### config.mk
export PLATFORM = sky130hd
export DESIGN_NAME = stage_scheduler
export DESIGN_NICKNAME = d
export VERILOG_FILES = /design/src/rtl/stage_scheduler.sv
export SDC_FILE = /design/constraint.sdc
export NUM_CORES = 1
export LEC_CHECK = 0
export CORE_ASPECT_RATIO = 0.6
export CORE_MARGIN = 2
export CORE_UTILIZATION = 58
export DETAILED_ROUTE_END_ITERATION = 16
export PLACE_DENSITY_LB_ADDON = 0.15
export SLEW_MARGIN = 20
export SYNTH_ARGS = -nofsm -noshare
export SYNTH_HDL_FRONTEND = slang
export SYNTH_SLANG_ARGS = --single-unit
### constraint.sdc
create_clock -name clk25 -period 30.9 [get_ports clk25]
set_input_delay 4.635 -clock clk25 [delete_from_list [all_inputs] [get_ports clk25]]
set_output_delay 4.635 -clock clk25 [all_outputs]
set_load 0.005 [all_outputs]
### src/rtl/stage_scheduler.sv
// Game-flow controller: stage sequencing, enemy spawn pulses, scoring, lives.
// Optional STAGE_SCHED_SFX_EN adds a one-cycle sfx_req pulse on kills and player damage.
module stage_scheduler #(
  parameter int FLY_COUNT      = 4,
  parameter int MOSQUITO_COUNT = 12,
  parameter int START_LIVES    = 3,
  parameter int MAX_STAGE      = 8,
  parameter int INTRO_FRAMES   = 60,
  parameter int CLEAR_FRAMES   = 90,
  parameter int INVULN_FRAMES  = 120,
  parameter int FLY_POINTS     = 10,
  parameter int MOSQ_POINTS    = 5
) (
  input  logic                      clk25,
  input  logic                      rst_n,
  input  logic                      start,
  input  logic                      frame_tick,
  input  logic [FLY_COUNT-1:0]      fly_hit,
  input  logic [FLY_COUNT-1:0]      fly_alive,
  input  logic [MOSQUITO_COUNT-1:0] mosquito_hit,
  input  logic [MOSQUITO_COUNT-1:0] mosquito_alive,
  input  logic                      player_hit,
  output logic                      spawn_fly,
  output logic                      spawn_mosquito,
  output logic [3:0]                stage,
  output logic [15:0]               score,
  output logic [1:0]                lives,
  output logic [2:0]                game_state,
  output logic                      play_en
`ifdef STAGE_SCHED_SFX_EN
  ,
  output logic                      sfx_req
`endif
);

  localparam logic [2:0] S_TITLE = 3'd0;
  localparam logic [2:0] S_INTRO = 3'd1;
  localparam logic [2:0] S_SPAWN = 3'd2;
  localparam logic [2:0] S_PLAY  = 3'd3;
  localparam logic [2:0] S_CLEAR = 3'd4;
  localparam logic [2:0] S_OVER  = 3'd5;
  localparam logic [2:0] S_WIN   = 3'd6;

  localparam int FC_MAX = (INTRO_FRAMES > CLEAR_FRAMES) ? INTRO_FRAMES : CLEAR_FRAMES;
  localparam int FCW    = $clog2(FC_MAX + 1);
  localparam int IVW    = $clog2(INVULN_FRAMES + 1);

  logic [2:0]     state;
  logic           start_d;
  logic [FCW-1:0] fc;
  logic [IVW-1:0] invuln;
  logic [16:0]    delta;
  logic [16:0]    sum;
  logic           start_edge;
  logic           hit_ok;
  logic           wave_clear;
  logic [3:0]     stage_inc;

  always_comb begin
    delta = '0;
    for (int i = 0; i < FLY_COUNT; i++)
      if (fly_hit[i]) delta = delta + 17'(FLY_POINTS);
    for (int i = 0; i < MOSQUITO_COUNT; i++)
      if (mosquito_hit[i]) delta = delta + 17'(MOSQ_POINTS);
  end

  assign sum        = {1'b0, score} + delta;
  assign start_edge = start & ~start_d;
  assign hit_ok     = (state == S_PLAY) && player_hit && (invuln == '0) && (lives != 2'd0);
  // Mosquitoes only take part in a wave from stage 2 onward.
  assign wave_clear = frame_tick && (fly_alive == '0) &&
                      ((stage < 4'd2) || (mosquito_alive == '0));
  assign stage_inc  = (stage < 4'(MAX_STAGE)) ? stage + 4'd1 : stage;

  assign game_state = state;
  assign play_en    = (state == S_PLAY);

  always_ff @(posedge clk25) begin
    if (!rst_n) begin
      state          <= S_TITLE;
      start_d        <= 1'b0;
      fc             <= '0;
      invuln         <= '0;
      stage          <= 4'd0;
      score          <= 16'd0;
      lives          <= 2'd0;
      spawn_fly      <= 1'b0;
      spawn_mosquito <= 1'b0;
    end else begin
      start_d        <= start;
      spawn_fly      <= 1'b0;
      spawn_mosquito <= 1'b0;
      if (frame_tick && invuln != '0) invuln <= invuln - IVW'(1);
      case (state)
        S_TITLE, S_OVER, S_WIN: begin
          if (start_edge) begin
            state  <= S_INTRO;
            score  <= 16'd0;
            stage  <= 4'd1;
            lives  <= 2'(START_LIVES);
            invuln <= '0;
            fc     <= '0;
          end
        end
        S_INTRO: begin
          if (frame_tick) begin
            if (fc == FCW'(INTRO_FRAMES - 1)) begin
              fc             <= '0;
              state          <= S_SPAWN;
              spawn_fly      <= 1'b1;
              spawn_mosquito <= (stage >= 4'd2);
            end else begin
              fc <= fc + FCW'(1);
            end
          end
        end
        S_SPAWN: begin
          if (frame_tick) state <= S_PLAY;
        end
        S_PLAY: begin
          score <= sum[16] ? 16'hFFFF : sum[15:0];
          if (hit_ok) begin
            lives  <= lives - 2'd1;
            invuln <= IVW'(INVULN_FRAMES);
          end
          // A fatal hit outranks a simultaneous wave clear.
          if (hit_ok && lives == 2'd1) begin
            state <= S_OVER;
          end else if (wave_clear) begin
            state <= (stage >= 4'(MAX_STAGE)) ? S_WIN : S_CLEAR;
            fc    <= '0;
          end
        end
        S_CLEAR: begin
          if (frame_tick) begin
            if (fc == FCW'(CLEAR_FRAMES - 1)) begin
              fc             <= '0;
              stage          <= stage_inc;
              state          <= S_SPAWN;
              spawn_fly      <= 1'b1;
              spawn_mosquito <= (stage_inc >= 4'd2);
            end else begin
              fc <= fc + FCW'(1);
            end
          end
        end
        default: state <= S_TITLE;
      endcase
    end
  end

`ifdef STAGE_SCHED_SFX_EN
  always_ff @(posedge clk25) begin
    if (!rst_n) sfx_req <= 1'b0;
    else        sfx_req <= hit_ok || ((state == S_PLAY) && (delta != '0));
  end
`endif

endmodule

==> results_dict.tcl, run 1 <==
set metrics [dict create \
    grt_usage_pct 26.62 \
    drive_above_1_share_pct 4.688 \
    vias 5354 \
    fill_cells 771 \
    synthDistinctLibCells 89 \
    cp_num_buf_inv 4 \
    viasPerCell 5.962 \
    clock_latency_ns 0.29 \
    period_share_pct 51.64 \
    cp.arrival_ns 16.10 \
    crit_family "adder cells" \
    routabilityCongestion 0.9113 \
    powerDensity_nw_per_um2 107.4 \
    finalMaxSlewViolations 0 \
    reg2reg_depth 17 \
    start_util_pct 59.78 \
    max_freq_ghz 0.06267 \
    hold_viol 0 \
    ys_dominant_reg_cell "dfxtp_1" \
    cts_setup_buffers 0 \
    fp.dieH_microns 79.24 \
    dp.cells 890 \
    drt_first_pass_iters 5 \
    worstHoldPathCells 2 \
    worstMarginPinSlew_ns 0.8003 \
    yosysWarningCount 0 \
    first_iter_violations 404 \
    ctsResizeCount 0 \
    post-synth-top-count-cell "nand2_1" \
    syn_area_sq_um 5473 \
    layoutNonFillerInstCount 898 \
    grt_max_degree 21 \
    grt_antenna_before_repair 0 \
    synthTopCellsByCount "nand2_1 (68), o21ai_0 (56), a21oi_1 (53)" \
    rsz0062_at_grt "false" \
    portBuffers 64 \
    cpMostUsedCell "ha_1" \
    fp.dieW_microns 129.4 \
    period_minus_slack_ns 15.96 \
    core_sq_um 9155 \
    synth.area.top_cells "dfxtp_1 (15%), ha_1 (9.6%), xnor2_1 (7.2%)" \
    area_growth_pct 15.89 \
    setup-tns-final_ns 0 \
    endpoint_kind "register" \
    first_global_vias 4831 \
    ir_drop_v 0.0001191 \
    design_power_total_uw 680.9 \
    maxCapViolCount 0 \
    utilization_pct 69.28 \
    grt_pass1_wl_microns 22540 \
    slowest_delay_ns 0.56 \
    cp.required_ns 31.04 \
    n_antenna_cell 0 \
    clk_path_buf_depth 2 \
    crit_type "input port to register" \
    overflow 0 \
    rows 27 \
    ant_nets 0 \
    yosys_register_bits 42 \
    postRouteWirelength_microns 13320 \
    yosysTopAreaCell "dfxtp_1" \
    relSlewSlack_pct 46.09 \
    synth_top_area_share_pct 15.36 \
    clk_pin_slew_worst_paths_ns 0.06 \
    drc 0 \
    synth_edf_count 0 \
    finish.net_count 847 \
    cpMaxStageDelayCell "xor3_1" \
    cts_buffers 5 \
    synthArstFlopShare_pct 0 \
    skew_ns 0.004769 \
    synthCells 714 \
    yosysSeqAreaShare_pct 15.36 \
    crit_cells 52 \
    status "finished clean" \
    clockRootBuffer "clkbuf_16" \
    io-pin-count 65 \
    hold_class "register to register" \
    wl_per_cell_microns 14.83 \
    holdBufCountCts 0 \
    syn_avg_cell_area_sq_um 7.665 \
    setup_viol 0 \
    die-area_sq_um 10250 \
    hold_slack_ns 0.4847 \
    clock_sinks 42 \
    post-dp-hpwl_microns 10570 \
    p_leak_nw 2.504 \
    critPathMaxFanout 8 \
    cts_tree "done" \
    h-tree-depth 2 \
    crit_path_start_kind "input port" \
]
power by group:
part           leakage [nW]  switching [mW]  total [mW]  internal [mW]
logic                  2.09           0.311       0.555          0.244
clock network        0.0729          0.0224      0.0544         0.0320
registers             0.341         0.00993      0.0711         0.0612
total                  2.50           0.343       0.681          0.338
routing by layer:
metal | vias to the layer above | track usage (%) | wire [microns]
met3 | 15 | 4.987 | 883
met5 | - | 0 | 0
met4 | 0 | 4.674 | 117
met2 | 193 | 40.79 | 5567
li1 | 2689 | - | -
met1 | 2457 | 39.15 | 6749
through the flow:
stage               setup slack, ns  cell area, sq um
finish                        14.94              6342
global route                  13.88              6342
CTS                           15.04              6342
detailed placement            14.80              6191
global placement              15.38              6191
floorplan                     16.59              5492
area by class of cell:
type / instances / area, sq um / area share [%]
multi-input cells: 611 / 4378 / 69.03
clock inverters: 2 / 12.51 / 0.1973
inverters: 41 / 153.9 / 2.427
repair buffers: 66 / 655.6 / 10.34
well taps: 130 / 162.7 / 2.565
flip-flops and latches: 42 / 840.8 / 13.26
clock buffers: 6 / 138.9 / 2.190
kinds of logic after synthesis:
logic type	count (synthesis)	synth area share, %
buffers and inverters	66	4.984
multiplexers	10	1.966
XOR/XNOR	87	17.83
adder cells (fa/ha/maj)	44	10.15
AO/OA/AOI/OAI	223	26.89
other	1	0.06852
flip-flops	42	15.36
AND/OR/NAND/NOR	241	22.75
state kept, by name, indices dropped and copies added, names as in the netlist:
signal and flops:
game_state 3, fc 7, lives 2, score 16, spawn_mosquito 1, invuln 7
spawn_fly 1, stage 4, start_d 1
worst paths after layout:
check                                  to       start  slack [ns]
worst max-delay path            score[15]  fly_hit[0]       14.94
worst min-delay path            score[13]   score[13]        0.48
worst max register to register  score[15]    score[0]       26.76
worst min register to register  score[13]   score[13]        0.48
layout by cell type (no fill, tap or decap), drive strengths merged, types with 7 or more instances in the layout:
cell type / n
inv: 40
nand2: 68
nand2b: 19
nand4: 7
nand3: 19
nor2b: 10
o21a: 15
xnor2: 49
xor2: 27
nor2: 41
mux2i: 7
xnor3: 8
dfxtp: 42
nor3: 22
o21bai: 12
a211o: 7
o21ai: 63
clkdlybuf4s50: 64
a21o: 8
ha: 42
and2: 12
nor4: 14
a21oi: 54
worst reg2reg max path, stage by stage, from the launching register on:
cell and delay (ns):
dfxtp_1 0.33, ha_1 0.24, fa_1 0.43, a21o_1 0.17
a21oi_1 0.21, o21bai_1 0.11, a21oi_1 0.24, o21bai_1 0.09
a21oi_1 0.26, o21bai_1 0.10, a21oi_1 0.23, o21bai_1 0.11
a21oi_1 0.26, o21bai_1 0.09, a21oi_1 0.22, o21ai_0 0.28
o41ai_1 0.49, a21oi_1 0.12
Note: power is estimated with default switching activity, not from simulation.
==> run 2, diff against run 1 <==
--- a/config.mk
+++ b/config.mk
@@ -7,7 +7,7 @@
 export LEC_CHECK = 0
 export CORE_ASPECT_RATIO = 0.6
 export CORE_MARGIN = 2
-export CORE_UTILIZATION = 58
+export CORE_UTILIZATION = 53
 export DETAILED_ROUTE_END_ITERATION = 16
 export PLACE_DENSITY_LB_ADDON = 0.15
 export SLEW_MARGIN = 20
==> constraint.sdc (replaced) <==
create_clock -name clk25 -period 13.1 [get_ports clk25]
set_input_delay 1.965 -clock clk25 [delete_from_list [all_inputs] [get_ports clk25]]
set_output_delay 1.965 -clock clk25 [all_outputs]
set_load 0.005 [all_outputs]
==> run 2 against run 1 <==
- clock power is 120% higher
- register-to-register slack worse by 17 ns
- clock skew is 0.0046 ns higher
- flip-flop and latch count stayed put
- worst hold slack worse by 0.0024 ns
- total power is 140% higher
- routed wire length is 0.98% higher
- first-iteration DRC count is 17% lower
- non-clock buffer count is 1 higher
- sequential power is 140% higher
- critical path depth is 2 higher
- critical endpoint unchanged
==> results_dict.tcl, run 2 (synthesis results as in run 1) <==
set metrics [dict create \
    hold_viol 0 \
    h-tree-depth 2 \
    worstMarginPinSlew_ns 0.7907 \
    holdBufCountCts 0 \
    reg_top3 "score x16, fc x7, invuln x7" \
    drc 0 \
    grt_pass1_wl_microns 22290 \
    period_minus_slack_ns 12.25 \
    status "finished clean" \
    cts_tree "done" \
    clock_sinks 42 \
    n_antenna_cell 0 \
    cts_setup_buffers 0 \
    largest_reg_flops 16 \
    maxCapViolCount 0 \
    ctsResizeCount 0 \
    hold_slack_ns 0.4823 \
    mostFrequentLayoutCell "nand2_1" \
    fill_cells 861 \
    rr_startpoint "score[0]" \
    io-pin-count 65 \
    setup_viol 0 \
    critPathLaunch "fly_hit[1]" \
    viasPerCell 5.781 \
    worstHoldPathCells 2 \
    wl_per_cell_microns 14.88 \
    overflow 0 \
    drt_first_pass_iters 5 \
    clk_pin_slew_worst_paths_ns 0.06 \
    cts_buffers 5 \
    cpMostUsedCell "ha_1" \
    first_global_vias 4792 \
    skew_ns 0.009393 \
    hold_class "register to register" \
    r2r-end "score[9]" \
    core_sq_um 9950 \
    die-area_sq_um 11180 \
    fp.dieW_microns 135.2 \
    utilization_pct 64.63 \
    critPathMaxFanout 8 \
    p_leak_nw 2.512 \
    reg2reg_slack_ns 9.53 \
    final_cell_mix "nand2_1 (68), clkdlybuf4s50_1 (63), o21ai_0 (54)" \
    rows 28 \
    cp.required_ns 13.24 \
    clock_latency_ns 0.28 \
    regMostFlops "score" \
    portBuffers 64 \
    max_freq_ghz 0.08166 \
    cp.arrival_ns 12.39 \
    drive_above_1_share_pct 6.762 \
    area_growth_pct 17.49 \
    postRouteWirelength_microns 13450 \
    grt_usage_pct 24.33 \
    fp.dieH_microns 82.71 \
    start_util_pct 55.01 \
    finalMaxSlewViolations 0 \
    reg2reg_depth 18 \
    grt_max_degree 21 \
    period_share_pct 93.48 \
    clockRootBuffer "clkbuf_16" \
    powerDensity_nw_per_um2 257.7 \
    design_power_total_mw 1.657 \
    slowest_delay_ns 0.51 \
    crit_type "input port to register" \
    routabilityCongestion 0.8997 \
    vias 5226 \
    grt_antenna_before_repair 0 \
    first_iter_violations 334 \
    finish.net_count 848 \
    ir_drop_v 0.0002158 \
    crit_path_start_kind "input port" \
    cp-endpoint "score[15]" \
    relSlewSlack_pct 46.73 \
    post-dp-hpwl_microns 10670 \
    endpoint_kind "register" \
    cpMaxStageDelayCell "clkdlybuf4s50_1" \
    ant_nets 0 \
    clk_path_buf_depth 2 \
]
run 2: changes by cell type in the layout (fill, tap and decap cells not counted), moves of 2 or more:
cell       before  now
o21ai_0        56   54
a2111oi_0       3    1
a21oi_2         1    7
a21oi_1        53   47
mux2i_1         7    5
a2111oi_2       0    2
o21ai_1         6    8
run 2: routing by layer:
| metal | GRT usage (%) | vias up | routed length, microns |
|---|---|---|---|
| met5 | 0 | - | 0 |
| met4 | 2.813 | 0 | 53 |
| met3 | 6.471 | 7 | 984 |
| met2 | 36.45 | 146 | 5440 |
| met1 | 35.83 | 2385 | 6969 |
| li1 | - | 2688 | - |
run 2: cell type report:
type | count | area (sq um) | area share [%]
multi-input combinational | 611 | 4458 | 69.33
sequential | 42 | 840.8 | 13.08
timing repair buffer | 67 | 665.6 | 10.35
tap | 135 | 168.9 | 2.627
inverter | 41 | 153.9 | 2.393
clock buffer | 6 | 128.9 | 2.004
clock inverter | 2 | 13.76 | 0.2140
run 2: critical path, delay by kind of cell:
family	cells	cell delay [ns]
adder cells (fa/ha/maj)	13	3.92
AO/OA/AOI/OAI	19	3.24
AND/OR/NAND/NOR	12	1.30
buffers and inverters	5	0.85
multiplexers	4	0.82
XOR/XNOR	1	0.32
run 2: how the worst min path moves through the flow:
stage                     startpoint  slack (ns)         to
after floorplan             score[0]        0.47   score[0]
after global placement     score[14]        0.47  score[14]
after detailed placement   score[13]        0.47  score[13]
after CTS                  score[13]        0.48  score[13]
after global routing       score[13]        0.51  score[13]
final                      score[14]        0.48  score[14]
run 2: through the flow:
| step | setup WS, ns | instances | area [sq um] | TNS, ns |
|---|---|---|---|---|
| floorplan | 1.460 | 719 | 5492 | 0 |
| global placement | 0.4477 | 896 | 6205 | 0 |
| detailed placement | 0.03230 | 896 | 6205 | 0 |
| CTS | 0.2601 | 904 | 6347 | 0 |
| global route | -0.02916 | 904 | 6430 | -0.03285 |
| finish | 0.8539 | 904 | 6430 | 0 |
run 2: where the power goes:
group	internal, mW	switching (mW)	total (mW)
Combinational	0.595	0.773	1.37
Clock	0.0706	0.0497	0.120
Sequential	0.144	0.0246	0.169
==> run 3, diff against run 2 <==
--- a/config.mk
+++ b/config.mk
@@ -5,7 +5,8 @@
 export SDC_FILE = /design/constraint.sdc
 export NUM_CORES = 1
 export LEC_CHECK = 0
-export CORE_ASPECT_RATIO = 0.6
+export ABC_CLOCK_PERIOD_IN_PS = 13100
+export CORE_ASPECT_RATIO = 1.25
 export CORE_MARGIN = 2
 export CORE_UTILIZATION = 53
 export DETAILED_ROUTE_END_ITERATION = 16
==> run 3 against run 2 <==
- setup slack lost 0.078 ns
- flip-flop and latch count is the same
- worst hold slack lost 0.0094 ns
- routed wire length shrank 3.0%
- largest power group unchanged
- critical path type unchanged
- critical path depth shrank 1
- combinational power is essentially flat
- design area shrank 0.54%
- largest cell class unchanged
- global-route usage shrank 0.71 points
==> results_dict.tcl, run 3 (synthesis results as in run 1) <==
set metrics [dict create \
    p_leak_nw 2.511 \
    wl_per_cell_microns 14.53 \
    reg2reg_depth 18 \
    final_cell_mix "nand2_1 (68), clkdlybuf4s50_1 (63), o21ai_0 (55)" \
    slowest_delay_ns 0.51 \
    whs_endpoint "score[13]" \
    setup_viol 0 \
    critPathMaxFanout 15 \
    io-pin-count 65 \
    powerDensity_nw_per_um2 257.6 \
    area_growth_pct 16.85 \
    period_minus_slack_ns 12.32 \
    place_ws_ns 0.1637 \
    die-area_sq_um 11160 \
    rows 41 \
    drc 0 \
    reg_top3 "score x16, fc x7, invuln x7" \
    grt_usage_pct 23.63 \
    maxCapViolCount 0 \
    fp.dieH_microns 117.6 \
    regMostFlops "score" \
    n_antenna_cell 0 \
    drive_above_1_share_pct 6.372 \
    grt_max_degree 21 \
    portBuffers 64 \
    cpMaxStageDelayCell "or3b_2" \
    finalMaxSlewViolations 0 \
    crit_type "input port to register" \
    worstMarginPinSlew_ns 0.7488 \
    utilization_pct 63.60 \
    vias 5255 \
    h-tree-depth 2 \
    rr_startpoint "score[0]" \
    first_iter_violations 235 \
    r2r-end "score[14]" \
    met2_length_microns 6682 \
    relSlewSlack_pct 50.03 \
    cp.required_ns 13.24 \
    postRouteWirelength_microns 13050 \
    cp.arrival_ns 12.46 \
    clockRootBuffer "clkbuf_16" \
    cts_buffers 5 \
    skew_ns 0.004111 \
    ant_nets 0 \
    fp.dieW_microns 94.89 \
    drt_first_pass_iters 5 \
    clk_pin_slew_worst_paths_ns 0.06 \
    viasPerCell 5.852 \
    core_sq_um 10050 \
    ir_drop_v 0.0001384 \
    m1WireLength_microns 5813 \
    stdcell_area_sq_um 6395 \
    routabilityCongestion 0.8837 \
    post-dp-hpwl_microns 9942 \
    max_freq_ghz 0.08114 \
    cpMostUsedCell "ha_1" \
    met3_length_microns 353 \
    grt_pass1_wl_microns 22400 \
    crit_path_start_kind "input port" \
    hold_class "register to register" \
    topRoutingLayerUsed "met4" \
    endpoint_kind "register" \
    first_global_vias 5196 \
    largest_reg_flops 16 \
    period_share_pct 94.08 \
    cts_tree "done" \
    hold_slack_ns 0.4729 \
    clk_path_buf_depth 2 \
    clock_sinks 42 \
    status "finished clean" \
    mostFrequentLayoutCell "nand2_1" \
    overflow 0 \
    timing.final.ws_setup_ns 0.7761 \
    worstHoldPathCells 2 \
    hold_start "score[13]" \
    design_power_total_mw 1.648 \
    hold_viol 0 \
    dpl-instance-area_sq_um 6197 \
    clock_latency_ns 0.29 \
    reg2reg_slack_ns 9.55 \
    grt_antenna_before_repair 0 \
    start_util_pct 54.43 \
    finish.net_count 849 \
]
==> run 3: cell types whose count changed in the layout (fill, tap and decap cells not counted), sizes merged <==
cell / delta
clkinv: -2
buf: +1
clkbuf: +1
==> run 3: repair_timing <==
item,CTS,global route
hold endpoints to repair,0,0
buffers inserted,0,1
endpoints found under the setup margin,0,16
resized for setup,0,18
hold buffers,0,0
==> run 3: worst max-delay path by stage <==
| stage | startpoint | end | slack [ns] |
|---|---|---|---|
| 4_1_cts | fly_hit[0] | score[9] | 0.34 |
| 6_report | fly_hit[0] | score[14] | 0.78 |
| 2_1_floorplan | fly_hit[0] | score[15] | 1.46 |
| 5_1_grt | fly_hit[0] | score[5] | -0.1 |
| 3_3_place_gp | fly_hit[0] | score[8] | 0.47 |
| 3_5_place_dp | fly_hit[0] | score[9] | 0.16 |
==> run 3: per-layer routing <==
layer | up-vias | track usage, %
li1 | 2683 | -
met1 | 2462 | 28.94
met2 | 90 | 42.29
met3 | 20 | 2.689
met4 | 0 | 7.428
met5 | - | 0
==> run 3: final cells by class <==
| cell class | instances | area [sq um] |
|---|---|---|
| well taps | 129 | 161.4 |
| fillers | 944 | 3660 |
| clock buffers | 7 | 132.6 |
| repair buffers | 68 | 673.1 |
| multi-input cells | 611 | 4433 |
| flip-flops and latches | 42 | 840.8 |
| inverters | 41 | 153.9 |
==> run 3: critical path, delay by kind of cell <==
| family | cells | cell delay [ns] |
|---|---|---|
| adders and majority gates | 12 | 3.69 |
| AOI/OAI and AO/OA | 16 | 2.28 |
| and+or+nand+nor | 13 | 2.19 |
| buffers and inverters | 5 | 0.91 |
| xor gates and xnor gates | 4 | 0.78 |
| muxes | 3 | 0.62 |
==> run 3: power breakdown <==
| part | total (mW) | switching (mW) | internal (mW) | leakage (nW) |
|---|---|---|---|---|
| combinational | 1.36 | 0.762 | 0.601 | 2.11 |
| sequential | 0.167 | 0.0229 | 0.144 | 0.341 |
| clock | 0.118 | 0.0479 | 0.0697 | 0.0640 |
| total | 1.65 | 0.833 | 0.815 | 2.51 |
==> run 3: through the flow <==
| stage | TNS, ns | instances |
|---|---|---|
| after floorplan | 0 | 719 |
| after global placement | 0 | 890 |
| after detailed placement | 0 | 890 |
| after CTS | 0 | 897 |
| after global routing | -0.9557 | 898 |
| final | 0 | 898 |
